$ cat src/rtl/seq_pkg.sv
// Shared constants for the 11011 sync-word serial link: sync word, FSM
// state encoding and the even-parity helper used by the transmitter.
package seq_pkg;

    // Sync word, sent MSB-first; the detector on the far end uses the same pair.
    localparam int                SYNC_W = 5;
    localparam logic [SYNC_W-1:0] SYNC   = 5'b11011;

    localparam logic [2:0] ST_IDLE = 3'd0;
    localparam logic [2:0] ST_SYNC = 3'd1;
    localparam logic [2:0] ST_DATA = 3'd2;
    localparam logic [2:0] ST_PAR  = 3'd3;
    localparam logic [2:0] ST_GAP  = 3'd4;

    typedef enum logic [2:0] {
        S_IDLE = ST_IDLE,
        S_SYNC = ST_SYNC,
        S_DATA = ST_DATA,
        S_PAR  = ST_PAR,
        S_GAP  = ST_GAP
    } state_t;

    // Widest payload the parity helper accepts; callers zero-extend.
    localparam int PAR_MAX_W = 64;

    // Even-parity bit: makes the total number of ones (payload + bit) even.
    function automatic logic even_parity(input logic [PAR_MAX_W-1:0] d);
        return ^d;
    endfunction

endpackage

$ cat src/rtl/seq_piso.sv
// Parallel-load, MSB-first shift register. Load wins over shift; the
// vacated LSB fills with 0. Width must be at least 2.
module seq_piso #(
    parameter int W = 8
) (
    input  logic         clk,
    input  logic         rst,
    input  logic         ld,
    input  logic         sh,
    input  logic [W-1:0] din,
    output logic         msb
);

    logic [W-1:0] sreg;

    // Shift register: reset clears, load captures, shift moves toward MSB.
    always_ff @(posedge clk) begin
        if (rst) begin
            sreg <= '0;
        end else if (ld) begin
            sreg <= din;
        end else if (sh) begin
            sreg <= {sreg[W-2:0], 1'b0};
        end
    end

    assign msb = sreg[W-1];

endmodule

$ cat src/rtl/seq_frame_tx.sv
// Serial frame transmitter: sync word, payload MSB-first, optional even
// parity, then an idle gap. All line outputs are registered.
//
// state  | meaning
// -------+-----------------------------------------------------------
// IDLE   | line at 0, ready high, waiting for load
// SYNC   | sync word bit on the line (cnt = bits left after this one)
// DATA   | payload bit on the line (cnt = bits left after this one)
// PAR    | even-parity bit on the line (last frame bit)
// GAP    | forced idle-0 cycles after a frame (cnt = cycles left)
//
// The state register names what is currently on the line, so every output
// is computed one cycle ahead from the next-state logic.
module seq_frame_tx
    import seq_pkg::*;
#(
    parameter int DATA_W     = 8,
    parameter int PARITY_EN  = 1,
    parameter int GAP_CYCLES = 2
) (
    input  logic              clk,
    input  logic              rst,
    input  logic              load,
    input  logic [DATA_W-1:0] data_in,
    output logic              ready,
    output logic              out,
    output logic              out_valid,
    output logic              frame_done
);

    localparam int MAX_SD  = (SYNC_W > DATA_W) ? SYNC_W : DATA_W;
    localparam int CNT_MAX = (MAX_SD > GAP_CYCLES) ? MAX_SD : GAP_CYCLES;
    localparam int CNT_W   = $clog2(CNT_MAX + 1);

    localparam logic [CNT_W-1:0] CNT_ONE   = CNT_W'(1);
    localparam logic [CNT_W-1:0] SYNC_LAST = CNT_W'(SYNC_W - 1);
    localparam logic [CNT_W-1:0] DATA_LAST = CNT_W'(DATA_W - 1);
    localparam logic [CNT_W-1:0] GAP_LAST  = CNT_W'((GAP_CYCLES > 0) ? GAP_CYCLES - 1 : 0);
    localparam logic             PAR_ON    = (PARITY_EN != 0);
    localparam logic             GAP_ON    = (GAP_CYCLES != 0);

    // The first sync bit leaves straight from IDLE, so the sync shifter is
    // preloaded with the remaining bits already aligned to its MSB.
    localparam logic [SYNC_W-1:0] SYNC_REST = {SYNC[SYNC_W-2:0], 1'b0};

    state_t             state, state_nxt;
    logic [CNT_W-1:0]   cnt, cnt_nxt;
    logic               out_nxt, out_valid_nxt, frame_done_nxt;
    logic               par_q, par_ld;
    logic               data_ld, data_sh, data_msb;
    logic               sync_ld, sync_sh, sync_msb;
    logic [PAR_MAX_W-1:0] par_arg;

    assign ready = (state == S_IDLE) && !rst;

    seq_piso #(.W(DATA_W)) u_data_piso (
        .clk (clk),
        .rst (rst),
        .ld  (data_ld),
        .sh  (data_sh),
        .din (data_in),
        .msb (data_msb)
    );

    seq_piso #(.W(SYNC_W)) u_sync_piso (
        .clk (clk),
        .rst (rst),
        .ld  (sync_ld),
        .sh  (sync_sh),
        .din (SYNC_REST),
        .msb (sync_msb)
    );

    // Zero-extend the payload for the shared parity helper.
    always_comb begin
        par_arg              = '0;
        par_arg[DATA_W-1:0]  = data_in;
    end

    // Next-state, counter and next line values.
    always_comb begin
        state_nxt      = state;
        cnt_nxt        = cnt;
        out_nxt        = 1'b0;
        out_valid_nxt  = 1'b0;
        frame_done_nxt = 1'b0;
        data_ld        = 1'b0;
        data_sh        = 1'b0;
        sync_ld        = 1'b0;
        sync_sh        = 1'b0;
        par_ld         = 1'b0;
        case (state)
            S_IDLE: begin
                if (load && ready) begin
                    state_nxt     = S_SYNC;
                    cnt_nxt       = SYNC_LAST;
                    out_nxt       = SYNC[SYNC_W-1];
                    out_valid_nxt = 1'b1;
                    data_ld       = 1'b1;
                    sync_ld       = 1'b1;
                    par_ld        = 1'b1;
                end
            end
            S_SYNC: begin
                out_valid_nxt = 1'b1;
                if (cnt != '0) begin
                    cnt_nxt = cnt - CNT_ONE;
                    out_nxt = sync_msb;
                    sync_sh = 1'b1;
                end else begin
                    state_nxt = S_DATA;
                    cnt_nxt   = DATA_LAST;
                    out_nxt   = data_msb;
                    data_sh   = 1'b1;
                end
            end
            S_DATA: begin
                if (cnt != '0) begin
                    cnt_nxt        = cnt - CNT_ONE;
                    out_nxt        = data_msb;
                    out_valid_nxt  = 1'b1;
                    data_sh        = 1'b1;
                    frame_done_nxt = !PAR_ON && (cnt == CNT_ONE);
                end else if (PAR_ON) begin
                    state_nxt      = S_PAR;
                    out_nxt        = par_q;
                    out_valid_nxt  = 1'b1;
                    frame_done_nxt = 1'b1;
                end else if (GAP_ON) begin
                    state_nxt = S_GAP;
                    cnt_nxt   = GAP_LAST;
                end else begin
                    state_nxt = S_IDLE;
                    cnt_nxt   = '0;
                end
            end
            S_PAR: begin
                if (GAP_ON) begin
                    state_nxt = S_GAP;
                    cnt_nxt   = GAP_LAST;
                end else begin
                    state_nxt = S_IDLE;
                    cnt_nxt   = '0;
                end
            end
            S_GAP: begin
                if (cnt != '0) begin
                    cnt_nxt = cnt - CNT_ONE;
                end else begin
                    state_nxt = S_IDLE;
                end
            end
            default: begin
                state_nxt = S_IDLE;
                cnt_nxt   = '0;
            end
        endcase
    end

    // State, counter, parity latch and registered line outputs.
    always_ff @(posedge clk) begin
        if (rst) begin
            state      <= S_IDLE;
            cnt        <= '0;
            out        <= 1'b0;
            out_valid  <= 1'b0;
            frame_done <= 1'b0;
            par_q      <= 1'b0;
        end else begin
            state      <= state_nxt;
            cnt        <= cnt_nxt;
            out        <= out_nxt;
            out_valid  <= out_valid_nxt;
            frame_done <= frame_done_nxt;
            if (par_ld) begin
                par_q <= even_parity(par_arg);
            end
        end
    end

endmodule
$ cat config.mk
export PLATFORM = sky130hd
export DESIGN_NAME = seq_frame_tx
export DESIGN_NICKNAME = d
export VERILOG_FILES = /design/src/rtl/seq_pkg.sv /design/src/rtl/seq_piso.sv /design/src/rtl/seq_frame_tx.sv
export SDC_FILE = /design/constraint.sdc
export NUM_CORES = 1
export LEC_CHECK = 0
export CAP_MARGIN = 20
export CELL_PAD_IN_SITES_DETAIL_PLACEMENT = 1
export CELL_PAD_IN_SITES_GLOBAL_PLACEMENT = 2
export CORE_ASPECT_RATIO = 1.1
export CORE_UTILIZATION = 36
export CTS_BUF_LIST = sky130_fd_sc_hd__clkbuf_16
export CTS_CLUSTER_SIZE = 14
export DETAILED_ROUTE_END_ITERATION = 8
export PLACE_DENSITY_LB_ADDON = 0.12
export SYNTH_ARGS = -nofsm -noshare
export SYNTH_HDL_FRONTEND = slang
export SYNTH_SLANG_ARGS = --single-unit
$ cat constraint.sdc
create_clock -name clk -period 5.4 [get_ports clk]
set_input_delay 1.08 -clock clk [delete_from_list [all_inputs] [get_ports clk]]
set_output_delay 1.08 -clock clk [all_outputs]
set_load 0.02 [all_outputs]
==> results of run 1 <==
-- area by class of cell --
type	count	area [sq um]
Inverter	4	15.01
Tap cell	48	60.06
Clock inverter	1	5.005
Fill cell	430	1863
Clock buffer	3	75.07
Multi-Input combinational cell	117	799.5
Sequential cell	23	460.4
Timing Repair Buffer	17	162.7
-- cells in the final DEF, fill, tap and decap left out, drive strengths merged, types with 2 or more instances in the layout --
master / synthesis / final
dfxtp: 23 / 23
nor2: 20 / 20
clkdlybuf4s50: 0 / 14
nor3: 14 / 14
nand2: 10 / 10
o21ai: 10 / 10
a21oi: 8 / 8
a2111oi: 8 / 8
xnor2: 7 / 7
nand2b: 5 / 5
inv: 4 / 4
mux2i: 4 / 4
a31oi: 3 / 3
nor2b: 3 / 3
clkbuf: 4 / 3
buf: 8 / 3
nand3b: 2 / 2
nor3b: 2 / 2
and3: 2 / 2
nor4: 2 / 2
or3b: 2 / 2
-- metal layers --
metal  wire length (um)  share of wire, %  GRT usage, %
met1               1570                48         24.19
met2               1588                49         30.77
met3                 64               2.0         2.348
met4                 37               1.1         6.977
met5                  0                 0             0
-- worst max path at each step --
| stage | start | end |
|---|---|---|
| after global placement | rst | ready |
| after CTS | rst | ready |
| after detailed placement | rst | ready |
| after floorplan | rst | ready |
| after global routing | rst | ready |
| final | rst | ready |
-- cell families (layout without fill, tap and decap cells) --
family                   Yosys count  count (layout)  share of synthesized area [%]
AND/OR/NAND/NOR                   66              66                          25.51
multiplexers                       4               4                          3.911
buffers and inverters             16              25                          6.238
AO/OA/AOI/OAI                     39              39                          24.58
XOR/XNOR                           7               7                          4.562
adder cells (fa/ha/maj)            1               1                         0.9309
flip-flops                        23              23                          34.26
-- stage by stage --
step | setup slack [ns] | hold slack [ns] | cell area [sq um]
global placement | 1.724 | 0.4628 | 1498
global route | 1.630 | 0.5038 | 1578
detailed placement | 1.693 | 0.4705 | 1498
finish | 1.697 | 0.4797 | 1578
CTS | 1.683 | 0.4829 | 1578
floorplan | 2.790 | 0.4482 | 1344
-- report_power, final --
part           switching, mW  internal (mW)  total, mW  leakage, nW
clock                 0.0635         0.0997      0.163       0.0409
combinational          0.233          0.183      0.416        0.309
sequential            0.0635          0.223      0.286        0.189
-- synth_stat cells, types with 2 or more instances --
master / number / area, sq um
sky130_fd_sc_hd__nand2b_1: 5 / 31.28
sky130_fd_sc_hd__nor2_1: 20 / 75.07
sky130_fd_sc_hd__inv_1: 4 / 15.01
sky130_fd_sc_hd__o21ai_0: 10 / 50.05
sky130_fd_sc_hd__a2111oi_4: 2 / 55.05
sky130_fd_sc_hd__nor2b_1: 3 / 18.77
sky130_fd_sc_hd__nor3_1: 13 / 65.06
sky130_fd_sc_hd__a2111oi_2: 5 / 75.07
sky130_fd_sc_hd__a31oi_1: 3 / 18.77
sky130_fd_sc_hd__xnor2_1: 7 / 61.31
sky130_fd_sc_hd__buf_1: 2 / 7.510
sky130_fd_sc_hd__dfxtp_1: 23 / 460.4
sky130_fd_sc_hd__nand3b_1: 2 / 15.01
sky130_fd_sc_hd__buf_6: 2 / 22.52
sky130_fd_sc_hd__nor3b_1: 2 / 15.01
sky130_fd_sc_hd__a21oi_1: 8 / 40.04
sky130_fd_sc_hd__buf_2: 3 / 15.01
sky130_fd_sc_hd__and3_1: 2 / 12.51
sky130_fd_sc_hd__nand2_1: 10 / 37.54
sky130_fd_sc_hd__mux2i_1: 3 / 30.03
sky130_fd_sc_hd__clkbuf_1: 3 / 11.26
-- registers in the layout (all words and copies together) (netlist names) --
| register | cells |
|---|---|
| par_q | 1 |
| u_data_piso.sreg | 8 |
| out_valid | 1 |
| frame_done | 1 |
| state | 3 |
| u_sync_piso.sreg | 4 |
| cnt | 4 |
| out | 1 |
-- worst reg2reg max path: stages, from the launching register on --
cell and delay [ns]:
sky130_fd_sc_hd__dfxtp_1 0.37, sky130_fd_sc_hd__inv_1 0.12, sky130_fd_sc_hd__ha_1 0.22, sky130_fd_sc_hd__or3b_1 0.57, sky130_fd_sc_hd__mux2i_4 0.33, sky130_fd_sc_hd__or2_1 0.42
sky130_fd_sc_hd__a2111oi_2 0.34
==> impl_metrics.xml, run 1 <==
<?xml version="1.0" encoding="UTF-8"?>
<metrics>
  <group name="die">
    <metric name="die_height" unit="um">66.08</metric>
    <metric name="die_area" unit="sq um">3981</metric>
    <metric name="core-area" unit="sq um">3441</metric>
    <metric name="fp-row-count" unit="">22</metric>
    <metric name="fp.dieW" unit="um">60.25</metric>
    <metric name="initial_core_util" unit="%">39.05</metric>
    <metric name="boundaryPins" unit="">15</metric>
  </group>
  <group name="critical_path">
    <metric name="critical_path_depth" unit="">4</metric>
    <metric name="crit_path_max_fanout" unit="">24</metric>
    <metric name="worst_setup_ep_type" unit="">output pin</metric>
    <metric name="critical_r2r_capture" unit="">u_data_piso.sreg[3]$_SDFFE_PP0P_</metric>
    <metric name="r2r_cells" unit="">6</metric>
    <metric name="critPathKind" unit="">input port to output pin</metric>
    <metric name="r2r_setup_slack" unit="ns">2.93</metric>
    <metric name="critPathBufInv" unit="">3</metric>
    <metric name="crit_path_start_kind" unit="">input port</metric>
    <metric name="slowest_stage" unit="">sky130_fd_sc_hd__clkdlybuf4s50_1</metric>
    <metric name="timing.critical_path.required" unit="ns">4.32</metric>
    <metric name="cpPeakStageDelay" unit="ns">0.67</metric>
    <metric name="r2r_start" unit="">cnt[0]$_SDFFE_PP0P_</metric>
    <metric name="library_cell_appearing_most_often_on_the_critical_path" unit="">sky130_fd_sc_hd__clkdlybuf4s50_1</metric>
    <metric name="critical_path_arrival" unit="ns">2.62</metric>
    <metric name="cells_traversed_along_the_worst_timing_path" unit="">clkdlybuf4s50_1 &gt; buf_4 &gt; nor4_2 &gt; clkdlybuf4s50_1</metric>
    <metric name="crit_family" unit="">buffers and inverters</metric>
  </group>
  <group name="clock_network">
    <metric name="cts_resized" unit="">0</metric>
    <metric name="worstSkewPairLatency" unit="ns">0.26</metric>
    <metric name="cts_hold_buf" unit="">0</metric>
    <metric name="post_cts.repair.setup_buffers" unit="">0</metric>
    <metric name="cts.sink_count" unit="">23</metric>
    <metric name="tritoncts" unit="">built</metric>
    <metric name="cts_inserted_buffers" unit="">3</metric>
    <metric name="ctsRootBufferMaster" unit="">sky130_fd_sc_hd__clkbuf_16</metric>
    <metric name="clkSlewWorstSetupHoldPaths" unit="ns">0.06</metric>
    <metric name="h-tree-depth" unit="">1</metric>
    <metric name="clk_path_buf_depth" unit="">2</metric>
  </group>
  <group name="finish">
    <metric name="final-instance-count-excl-fill" unit="">213</metric>
    <metric name="drive_above_1_share" unit="%">12.73</metric>
    <metric name="finalCoreUtilization" unit="%">45.85</metric>
    <metric name="insertedDiodeCount" unit="">0</metric>
    <metric name="area_delta_synth_final" unit="%">17.41</metric>
    <metric name="finish.net_count" unit="">178</metric>
  </group>
  <group name="hold_path">
    <metric name="worstHoldPathType" unit="">flop to flop</metric>
    <metric name="worstHoldPathCells" unit="">2</metric>
    <metric name="holdPathEnd" unit="">u_sync_piso.sreg[1]$_SDFFE_PP0P_</metric>
    <metric name="hold_path_startpoint" unit="">u_sync_piso.sreg[1]$_SDFFE_PP0P_</metric>
  </group>
  <group name="run">
    <metric name="max_cap_violations" unit="">0</metric>
  </group>
  <group name="synthesis">
    <metric name="mappedNetlistNets" unit="">168</metric>
    <metric name="synth-edff-count" unit="">0</metric>
    <metric name="synthesized_netlist_cell_count" unit="">156</metric>
    <metric name="ys_ff_latch" unit="">23</metric>
    <metric name="synthArstFlopShare" unit="%">0</metric>
    <metric name="synthesis.area" unit="sq um">1344</metric>
    <metric name="synth-warning-count" unit="">0</metric>
    <metric name="seq_area_frac_synth" unit="%">34.26</metric>
    <metric name="yosys.cell_types.count" unit="">45</metric>
    <metric name="synthFlopType" unit="">sky130_fd_sc_hd__dfxtp_1</metric>
    <metric name="syn_area_per_cell" unit="sq um">8.614</metric>
  </group>
  <group name="routing">
    <metric name="dr_total_vias" unit="">1160</metric>
    <metric name="wire_per_inst" unit="um">15.31</metric>
    <metric name="final_antenna_net_count" unit="">0</metric>
    <metric name="first_iter_violations" unit="">40</metric>
    <metric name="firstDrtPassIters" unit="">4</metric>
    <metric name="drc" unit="">0</metric>
    <metric name="wirelength" unit="um">3261</metric>
    <metric name="drt-vias-per-instance" unit="">5.446</metric>
  </group>
  <group name="global_route">
    <metric name="via_count_of_the_first_global_routing_pass" unit="">1215</metric>
    <metric name="grt_use_total" unit="%">18.62</metric>
    <metric name="largest_net_degree_at_the_start_of_global_routing" unit="">26</metric>
    <metric name="grt_first_pass_wirelength" unit="um">5609</metric>
    <metric name="antenna_violations_before_repair" unit="">0</metric>
    <metric name="grt.overflow.total" unit="">0</metric>
  </group>
  <group name="placement">
    <metric name="buffer_ports.inserted" unit="">14</metric>
    <metric name="dpl.cell_count" unit="">209</metric>
    <metric name="gp_routability_congestion" unit="">0.7045</metric>
    <metric name="hpwl" unit="um">2274</metric>
  </group>
  <group name="sta">
    <metric name="achievable-frequency" unit="GHz">0.2700</metric>
    <metric name="timing.final.crit_period" unit="ns">3.703</metric>
    <metric name="tightestPinTransition" unit="ns">0.6481</metric>
    <metric name="timing.slew.headroom" unit="%">56.74</metric>
    <metric name="setup_viol" unit="">0</metric>
    <metric name="grt_setup_unrepaired" unit="">no</metric>
    <metric name="final_min_period_over_clock_period" unit="%">68.58</metric>
    <metric name="finalHoldViolCount" unit="">0</metric>
    <metric name="setup-tns-final" unit="ns">0</metric>
    <metric name="maxSlewViolCount" unit="">0</metric>
    <metric name="skew" unit="ns">0.001656</metric>
  </group>
  <group name="power">
    <metric name="p_leak" unit="nW">0.5386</metric>
    <metric name="vdd_drop_max" unit="mV">0.1981</metric>
    <metric name="power.density" unit="nW/um^2">548.9</metric>
    <metric name="design_power_total" unit="uW">866.1</metric>
  </group>
  <group name="status">
    <metric name="outcome" unit="">finished clean</metric>
  </group>
</metrics>
Power figures use the tool's default switching activity.
==> run 2: changes to the inputs <==
--- a/config.mk
+++ b/config.mk
@@ -9,7 +9,7 @@
 export CELL_PAD_IN_SITES_DETAIL_PLACEMENT = 1
 export CELL_PAD_IN_SITES_GLOBAL_PLACEMENT = 2
 export CORE_ASPECT_RATIO = 1.1
-export CORE_UTILIZATION = 36
+export CORE_UTILIZATION = 33
 export CTS_BUF_LIST = sky130_fd_sc_hd__clkbuf_16
 export CTS_CLUSTER_SIZE = 14
 export DETAILED_ROUTE_END_ITERATION = 8
==> constraint.sdc (replaced) <==
create_clock -name clk -period 3.8 [get_ports clk]
set_input_delay 0.76 -clock clk [delete_from_list [all_inputs] [get_ports clk]]
set_output_delay 0.76 -clock clk [all_outputs]
set_load 0.02 [all_outputs]
==> run 2 against run 1 <==
Against the previous run:
- die area increased by 8.8%
- sequential share of layout area about the same
- largest cell class unchanged
- worst hold slack got worse by 0.0036 ns
- cell count increased by 0.94%
- cell area increased by 0.16%
- global-route usage decreased by 2.4 points
- register-to-register slack got worse by 1.6 ns
- wire length decreased by 2.3%
- clock power increased by 43%
- clock skew increased by 0.0027 ns
==> impl_metrics.xml, run 2 (same netlist as run 1, synthesis figures left out) <==
<?xml version="1.0" encoding="UTF-8"?>
<metrics>
  <group name="status">
    <metric name="outcome" unit="">finished clean</metric>
  </group>
  <group name="die">
    <metric name="initial_core_util" unit="%">35.65</metric>
    <metric name="fp-row-count" unit="">23</metric>
    <metric name="die_height" unit="um">68.93</metric>
    <metric name="core-area" unit="sq um">3770</metric>
    <metric name="fp.dieW" unit="um">62.85</metric>
    <metric name="boundaryPins" unit="">15</metric>
    <metric name="die_area" unit="sq um">4332</metric>
  </group>
  <group name="global_route">
    <metric name="largest_net_degree_at_the_start_of_global_routing" unit="">26</metric>
    <metric name="grt.overflow.total" unit="">0</metric>
    <metric name="grt_use_total" unit="%">16.26</metric>
    <metric name="via_count_of_the_first_global_routing_pass" unit="">1146</metric>
    <metric name="grt_first_pass_wirelength" unit="um">5464</metric>
    <metric name="antenna_violations_before_repair" unit="">0</metric>
  </group>
  <group name="finish">
    <metric name="largest_reg_flops" unit="">8</metric>
    <metric name="layout_top_registers" unit="">u_data_piso.sreg (8), cnt (4), u_sync_piso.sreg (4)</metric>
    <metric name="drive_above_1_share" unit="%">12.73</metric>
    <metric name="regMostFlops" unit="">u_data_piso.sreg</metric>
    <metric name="fill_cells" unit="">450</metric>
    <metric name="most-common-layout-cells" unit="">sky130_fd_sc_hd__dfxtp_1 (23), sky130_fd_sc_hd__nor2_1 (20), sky130_fd_sc_hd__clkdlybuf4s50_1 (14), sky130_fd_sc_hd__nor3_1 (13)</metric>
    <metric name="area_delta_synth_final" unit="%">17.60</metric>
    <metric name="register_area" unit="sq um">460.4</metric>
    <metric name="stdcell_area" unit="sq um">1580</metric>
    <metric name="layout_commonest_cell" unit="">sky130_fd_sc_hd__dfxtp_1</metric>
    <metric name="finish.net_count" unit="">178</metric>
    <metric name="insertedDiodeCount" unit="">0</metric>
    <metric name="final-instance-count-excl-fill" unit="">215</metric>
    <metric name="area_of_the_multi_input_gates" unit="sq um">799.5</metric>
  </group>
  <group name="critical_path">
    <metric name="cp_launch_point" unit="">rst</metric>
    <metric name="slowest_stage" unit="">sky130_fd_sc_hd__clkdlybuf4s50_1</metric>
    <metric name="worst_setup_ep_type" unit="">output pin</metric>
    <metric name="cells_traversed_along_the_worst_timing_path" unit="">clkdlybuf4s50_1 &gt; nor4_2 &gt; clkdlybuf4s50_1</metric>
    <metric name="crit_path_start_kind" unit="">input port</metric>
    <metric name="r2r_start" unit="">cnt[0]$_SDFFE_PP0P_</metric>
    <metric name="critPathKind" unit="">input port to output pin</metric>
    <metric name="cpPeakStageDelay" unit="ns">0.67</metric>
    <metric name="critical_path_arrival" unit="ns">2.15</metric>
    <metric name="timing.critical_path.to" unit="">ready</metric>
    <metric name="r2r_setup_slack" unit="ns">1.33</metric>
    <metric name="library_cell_appearing_most_often_on_the_critical_path" unit="">sky130_fd_sc_hd__clkdlybuf4s50_1</metric>
    <metric name="crit_path_max_fanout" unit="">3</metric>
    <metric name="critical_r2r_capture" unit="">u_data_piso.sreg[6]$_SDFFE_PP0P_</metric>
    <metric name="r2r_cells" unit="">6</metric>
    <metric name="timing.critical_path.required" unit="ns">3.04</metric>
  </group>
  <group name="clock_network">
    <metric name="tritoncts" unit="">built</metric>
    <metric name="cts_inserted_buffers" unit="">3</metric>
    <metric name="ctsRootBufferMaster" unit="">sky130_fd_sc_hd__clkbuf_16</metric>
    <metric name="post_cts.repair.setup_buffers" unit="">0</metric>
    <metric name="clkSlewWorstSetupHoldPaths" unit="ns">0.06</metric>
    <metric name="worstSkewPairLatency" unit="ns">0.26</metric>
    <metric name="h-tree-depth" unit="">1</metric>
    <metric name="cts_resized" unit="">0</metric>
    <metric name="clk_path_buf_depth" unit="">2</metric>
    <metric name="cts_hold_buf" unit="">0</metric>
    <metric name="cts.sink_count" unit="">23</metric>
  </group>
  <group name="routing">
    <metric name="firstDrtPassIters" unit="">4</metric>
    <metric name="wire_per_inst" unit="um">14.81</metric>
    <metric name="dr_total_vias" unit="">1165</metric>
    <metric name="first_iter_violations" unit="">28</metric>
    <metric name="drc" unit="">0</metric>
    <metric name="final_antenna_net_count" unit="">0</metric>
    <metric name="wirelength" unit="um">3185</metric>
    <metric name="drt-vias-per-instance" unit="">5.419</metric>
  </group>
  <group name="placement">
    <metric name="dpl.cell_count" unit="">211</metric>
    <metric name="gp_routability_congestion" unit="">0.7011</metric>
    <metric name="hpwl" unit="um">2295</metric>
    <metric name="post_dp_cell_area" unit="sq um">1500</metric>
    <metric name="buffer_ports.inserted" unit="">14</metric>
  </group>
  <group name="sta">
    <metric name="grt_setup_unrepaired" unit="">no</metric>
    <metric name="fin_hold_ws" unit="ns">0.4761</metric>
    <metric name="maxSlewViolCount" unit="">0</metric>
    <metric name="skew" unit="ns">0.004341</metric>
    <metric name="achievable-frequency" unit="GHz">0.3439</metric>
    <metric name="finalHoldViolCount" unit="">0</metric>
    <metric name="setup_viol" unit="">0</metric>
    <metric name="tightestPinTransition" unit="ns">0.6255</metric>
    <metric name="final_min_period_over_clock_period" unit="%">76.51</metric>
    <metric name="timing.final.crit_period" unit="ns">2.908</metric>
    <metric name="timing.slew.headroom" unit="%">58.24</metric>
    <metric name="setup-tns-final" unit="ns">0</metric>
  </group>
  <group name="power">
    <metric name="p_leak" unit="nW">0.5386</metric>
    <metric name="vdd_drop_max" unit="mV">0.2304</metric>
    <metric name="power.density" unit="nW/um^2">776.9</metric>
  </group>
  <group name="run">
    <metric name="max_cap_violations" unit="">0</metric>
  </group>
  <group name="hold_path">
    <metric name="worstHoldPathType" unit="">flop to flop</metric>
  </group>
</metrics>
run 2: power breakdown:
group	switching (mW)	leakage, nW	internal, mW
combinational	0.330	0.309	0.260
sequential	0.0872	0.189	0.317
clock	0.0916	0.0409	0.142
total	0.509	0.539	0.719
run 2: cell type report:
type,count,share of cell area [%]
sequential,23,29.14
inverter,4,0.9501
multi-input combinational,117,50.59
clock inverter,1,0.3167
clock buffer,3,4.751
timing repair buffer,17,10.29
tap,50,3.959
run 2: per-stage QoR:
step / util [%] / total power, mW / setup WS [ns]
final: 41.92 / 1.228 / 0.8925
after global routing: 41.92 / 1.325 / 0.8141
after CTS: 41.92 / 1.238 / 0.8736
after detailed placement: 39.79 / 1.006 / 0.8918
after global placement: 39.79 / 0.9844 / 0.9098
after floorplan: - / 0.8865 / 1.698
run 2: worst min path at each step:
stage,from,to,slack (ns),depth (start not counted)
detailed placement,u_sync_piso.sreg[1]$_SDFFE_PP0P_,u_sync_piso.sreg[1]$_SDFFE_PP0P_,0.47,2
floorplan,u_sync_piso.sreg[1]$_SDFFE_PP0P_,u_sync_piso.sreg[1]$_SDFFE_PP0P_,0.45,2
global route,u_sync_piso.sreg[1]$_SDFFE_PP0P_,u_sync_piso.sreg[1]$_SDFFE_PP0P_,0.53,2
CTS,u_sync_piso.sreg[1]$_SDFFE_PP0P_,u_sync_piso.sreg[1]$_SDFFE_PP0P_,0.48,2
finish,u_sync_piso.sreg[1]$_SDFFE_PP0P_,u_sync_piso.sreg[1]$_SDFFE_PP0P_,0.48,2
global placement,u_sync_piso.sreg[1]$_SDFFE_PP0P_,u_sync_piso.sreg[1]$_SDFFE_PP0P_,0.46,2
run 2: routing by layer:
layer	track usage, %	share of wire (%)	vias up
li1	-	-	576
met1	21.34	48	568
met2	27.45	48	17
met3	2.796	3.0	4
met4	4.942	0.91	0
met5	0	0	-
run 2: worst max-delay path, delay by kind of cell:
family,cells,cell delay [ns]
buffers and inverters,2,1.14
and+or+nand+nor,1,0.25
==> RTL change 1 (settings of run 2) <==
Change the package constant `SYNC_W` from 5 to 10.
--- a/src/rtl/seq_pkg.sv
+++ b/src/rtl/seq_pkg.sv
@@ -3,7 +3,7 @@
 package seq_pkg;
 
     // Sync word, sent MSB-first; the detector on the far end uses the same pair.
-    localparam int                SYNC_W = 5;
+    localparam int                SYNC_W = 10;
     localparam logic [SYNC_W-1:0] SYNC   = 5'b11011;
 
     localparam logic [2:0] ST_IDLE = 3'd0;
Formal check against the unedited RTL: not equivalent (a bounded check fails within 4 cycles, from zero or initial values and one cycle with rst high).
==> RTL change 1 against run 2 <==
Global-route usage rose by 0.061 points; wire length rose by 13%; utilization fell by 1.5 points; register-to-register slack improved by 290 ps; area after synthesis rose by 12%; die area rose by 11%; final area rose by 10%; final cell count rose by 7.0%; total power fell by 9.4%; worst setup slack improved by 68 ps; non-clock buffer count fell by 1; sequential cell count rose by 5; highest routed layer unchanged.
==> RTL change 1: results (changes against run 2) <==
| Metric | Value |
|---|---|
| Status | `finished, final reports clean` |
| Mean Syn Cell Area | `8.82 µm² (+2.4%)` |
| Post-Route WL | `3.59 mm (+13%)` |
| Largest net degree at the start of global routing | `28 (+7.7%)` |
| Vias in the first global route | `1258 (+9.8%)` |
| H-tree levels | `1 (unchanged)` |
| Asr flop ratio synth | `0 (unchanged)` |
| Leakage | `0.000647 µW (+20%)` |
| PortBufs | `14 (unchanged)` |
| Met1 Wirelength | `1.79 mm (+16%)` |
| Min-delay src | `u_data_piso.sreg[7]` |
| Iteration-0 DRC count of the detailed router | `46 (+64%)` |
| Worst path top cell family by delay | `buffers and inverters` |
| Metal2 WL | `1.69 mm (+11%)` |
| Clk Latency, worst-skew pair | `260 ps (about the same)` |
| Highest routed layer | `met4` |
| WHS Path Cells | `2 (unchanged)` |
| Ranking of synthesized cells by area | `dfxtp_1 (37%), mux2i_1 (6.7%), xnor2_1 (4.7%), a21oi_1 (4.0%), a211oi_1 (4.0%)` |
| Syn nets | `182 (+8.3%)` |
| Inserted Clock Buffers | `3 (unchanged)` |
| First-pass GRT wire length | `5.95 mm (+9.0%)` |
| Drt wl/cell | `15.6 µm (+5.3%)` |
| Ys Warns | `0 (unchanged)` |
| DP Wirelength | `2.52 mm (+9.9%)` |
| Arrival time at the worst endpoint | `2080 ps (-70 ps)` |
| Worst Hold Class | `flip-flop to flip-flop` |
| Metal3 WL | `68 µm (-28%)` |
| Final net count | `189 (+6.2%)` |
| Synth top cells by count | `dfxtp_1 (28), a21oi_1 (12), nor2_1 (11), mux2i_1 (10), o21ai_1 (9)` |
| Reg-to-reg setup timing slack | `1620 ps (+290 ps)` |
| Number of distinct library cells after synthesis | `42 (-6.7%)` |
| Vias per inst | `5.36 (-1.1%)` |
| Worst Hold End | `out` |
| Post-synthesis sequential area ratio | `0.374 (+0.0310)` |
| GP Congestion | `0.701 (about the same)` |
| Slowest stage delay, CP | `640 ps (-30 ps)` |
| Placed cell areas | `0.00164 mm² (+9.2%)` |
| Fin Clk Skew | `2.99 ps (-1.35 ps)` |
| Drt pass-1 iters | `4 (unchanged)` |
| Pre-CTS setup slack | `1010 ps (+114 ps)` |
| P_sw | `380 µW (-25%)` |
| Crit path max fanout | `19 (+16)` |
| Antenna violations before repair | `0 (unchanged)` |
| Worst Max-Slew Pin Slew | `724 ps (+98.3 ps)` |
| Reg-to-Reg End | `u_data_piso.sreg[5]` |
| Crit-path slowest cell | `clkdlybuf4s50_1` |
| VDD IR max | `237 µV (+3.1%)` |
| Setup crit start | `state[0]` |
| Post-cts repair resize count | `0 (unchanged)` |
| Layout cells sized above 1 | `0.119 (-0.00795)` |
| Largest regs | `u_sync_piso.sreg: 9 flops, u_data_piso.sreg: 8 flops, cnt: 4 flops` |
| DP Cell Count | `226 (+7.1%)` |
| Gr usage total | `0.163 (+0.000609)` |
| Worst r2r src | `cnt[0]` |
RTL change 1: cell types whose count changed after synthesis, sizes merged, moves of 5 or more:
| cell | run 2 | this run |
|---|---|---|
| a211oi | 1 | 8 |
| nand3 | 1 | 7 |
| nor2 | 20 | 13 |
| dfxtp | 23 | 28 |
| mux2i | 4 | 10 |
| a2111oi | 8 | 1 |
RTL change 1: cell families (layout without fill, tap and decap cells):
group,Yosys count,in the layout,share of synthesized area
simple gates,54,54,0.221
xor+xnor,8,8,0.0467
fa+ha+maj,1,1,0.00834
buf+inv,18,24,0.0667
compound gates,49,49,0.199
flops,28,28,0.374
mux,12,12,0.0842
RTL change 1: worst max-delay path by stage:
| stage | end | slack [ps] |
|---|---|---|
| 2_1_floorplan | ready | 1430 |
| 3_3_place_gp | ready | 990 |
| 3_5_place_dp | ready | 1010 |
| 4_1_cts | ready | 950 |
| 5_1_grt | ready | 850 |
| 6_report | ready | 960 |
RTL change 1: metal layers:
metal / vias up / GRT usage
met2: 10 / 0.273
met4: 0 / 0.0544
met3: 4 / 0.0297
met1: 590 / 0.210
li1: 629 / -
met5: - / 0
RTL change 1: layout make-up:
cell class,instances,area (µm²)
inverters,4,15.0
clock inverters,1,30.0
fillers,506,2570
clock buffers,3,75.1
flip-flops and latches,28,561
multi-input cells,124,840
repair buffers,16,155
well taps,54,67.6
RTL change 1: per-stage QoR:
step / hold slack (ps) / power (µW)
after global routing: 501 / 1190
after global placement: 460 / 794
after CTS: 485 / 1130
after floorplan: 447 / 729
after detailed placement: 473 / 810
final: 482 / 1110
RTL change 1: power by group through the flow:
| stage | registers, µW | clock network (µW) | logic, µW |
|---|---|---|---|
| final | 410 | 313 | 389 |
| after global routing | 419 | 337 | 430 |
| after CTS | 410 | 324 | 395 |
| after detailed placement | 417 | 0 | 393 |
| after global placement | 415 | 0 | 378 |
| after floorplan | 388 | 0 | 341 |
RTL change 1: worst min-delay path, delay by kind of cell (launching register included):
kind            cells  cell delay [ps]
simple gates        1               60
compound gates      1               60
flops               1              310
==> RTL change 2 (settings of run 2) <==
Without the edit above. Reset style: asynchronous (`rst`), changed in 2 clocked blocks. Comments in the files are not updated.
--- a/src/rtl/seq_piso.sv
+++ b/src/rtl/seq_piso.sv
@@ -14,7 +14,7 @@
     logic [W-1:0] sreg;
 
     // Shift register: reset clears, load captures, shift moves toward MSB.
-    always_ff @(posedge clk) begin
+    always_ff @(posedge clk or posedge rst) begin
         if (rst) begin
             sreg <= '0;
         end else if (ld) begin
--- a/src/rtl/seq_frame_tx.sv
+++ b/src/rtl/seq_frame_tx.sv
@@ -158,7 +158,7 @@
     end
 
     // State, counter, parity latch and registered line outputs.
-    always_ff @(posedge clk) begin
+    always_ff @(posedge clk or posedge rst) begin
         if (rst) begin
             state      <= S_IDLE;
             cnt        <= '0;
Check against the original RTL: differs if rst is asserted again (counterexample within 4 cycles, from zero or initial values and one cycle with rst high); with rst held inactive, the same outputs for 10 cycles.
==> RTL change 2 against run 2 <==
Global-route usage down 0.92 points; clock power down 3%; first-iteration DRC count down 7.1%; final cell count down 11%; worst setup slack worse by 140 ps; largest cell class unchanged; hold slack better by 7.3 ps; clock skew down 3.3 ps; final area down 1.0%; area after synthesis down 1.4%; sequential cell count unchanged; wire length down 7.5%; total power up 4.2%; combinational power about the same.
==> RTL change 2: results (changes against run 2) <==
| Metric | Value |
|---|---|
| # diodes | `0 (unchanged)` |
| Final net count | `154 (-13%)` |
| Leakage | `0.000700 µW (+30%)` |
| Ys Warns | `0 (unchanged)` |
| Layout fillers | `438 (-2.7%)` |
| Metal2 WL | `1.48 mm (-2.9%)` |
| Highest routed layer | `met4` |
| Combinational Power Share | `0.460 (-0.021)` |
| GRT met1 Usage | `0.185 (-0.0284)` |
| Min-delay src | `u_sync_piso.sreg[1]` |
| Worst r2r src | `cnt[0]` |
| Via total after detailed routing | `985 (-15%)` |
| Reg-to-reg setup timing slack | `1280 ps (-50 ps)` |
| Asr flop ratio synth | `1.00 (+1.00)` |
| P_sw | `487 µW (-4.4%)` |
| Reg-to-Reg End | `u_data_piso.sreg[6]` |
| Fin Clk Skew | `1.02 ps (-3.32 ps)` |
| Arrival time at the worst endpoint | `2280 ps (+130 ps)` |
| Post-synthesis adder-cell area fraction | `0.0170 (+0.00769)` |
| Crit path max fanout | `4 (+1)` |
| First-pass GRT wire length | `4.98 mm (-8.8%)` |
| Met2 GRT Util | `0.279 (+0.00408)` |
| Worst Max-Slew Pin Slew | `916 ps (+290 ps)` |
| DP Wirelength | `2.11 mm (-8.1%)` |
| Metal3 WL | `45 µm (-53%)` |
| VDD IR max | `276 µV (+20%)` |
| Vias in the first global route | `1014 (-12%)` |
| WHS Path Cells | `2 (unchanged)` |
| Largest net degree at the start of global routing | `24 (-7.7%)` |
| Compound-cell area share of the yosys netlist | `0.117 (-0.129)` |
| Drt wl/cell | `15.4 µm (+4.1%)` |
| Ys flop type | `dfrtp_1` |
| Synth top cells by count | `dfrtp_1 (23), mux2_2 (11), nand2_1 (11), nor2_1 (9)` |
| Worst Hold End | `u_sync_piso.sreg[1]` |
| Gr usage total | `0.153 (-0.00919)` |
| Number of distinct library cells after synthesis | `36 (-20%)` |
| Syn nets | `141 (-16%)` |
| Layout cells sized above 1 | `0.156 (+0.0288)` |
| Post-cts repair resize count | `0 (unchanged)` |
| Pre-CTS setup slack | `767 ps (-125 ps)` |
| Mux contribution to synthesized area | `0.154 (+0.115)` |
| Sequential power share | `0.364 (+0.035)` |
| Ranking of synthesized cells by area | `dfrtp_1 (43%), mux2_2 (9.3%), xnor2_1 (5.3%), mux2_4 (4.5%), nand2_1 (3.1%)` |
| Drt pass-1 iters | `2 (-2)` |
| GP Congestion | `0.746 (+6.4%)` |
| Post-synthesis sequential area ratio | `0.434 (+0.0917)` |
| Iteration-0 DRC count of the detailed router | `26 (-7.1%)` |
| Met3 Resource Use GR | `0.0167 (-0.0113)` |
| Area share of xor/xnor cells in the synthesized design | `0.0529 (+0.00726)` |
| Longest Clk Path Bufs | `2 (unchanged)` |
| Met1 Wirelength | `1.39 mm (-9.3%)` |
| Final Worst Setup Slack | `756 ps (-136 ps)` |
| Status | `finished, final reports clean` |
RTL change 2: changes by cell type in the layout (fill, tap and decap cells not counted), moves of 4 or more:
cell       change
dfrtp_1       +23
mux2_4         +4
nand3_1        +7
nor3_1         -9
dfxtp_1       -23
mux2_2        +11
a2111oi_2      -5
nor2_1        -11
nand2b_1       -4
RTL change 2: layout make-up:
type                            instances  share of cell area
Timing Repair Buffer                   14              0.0896
Clock buffer                            3              0.0480
Sequential cell                        23               0.368
Multi-Input combinational cell         95               0.440
Tap cell                               50              0.0400
Clock inverter                          1             0.00240
Inverter                                5              0.0120
RTL change 2: through the flow:
step                instance area (µm²)  power (µW)  std cells   util  hold slack [ps]
floorplan                          1330         928        129      -              445
global placement                   1490        1050        187  0.397              463
detailed placement                 1490        1070        187  0.397              476
CTS                                1560        1300        191  0.418              492
global route                       1560        1390        191  0.418              520
finish                             1560        1280        191  0.418              483
RTL change 2: worst max-delay path, cell delays in order:
cell and delay [ps]:
clkdlybuf4s50_1 500, nor4_4 330, clkdlybuf4s50_1 690
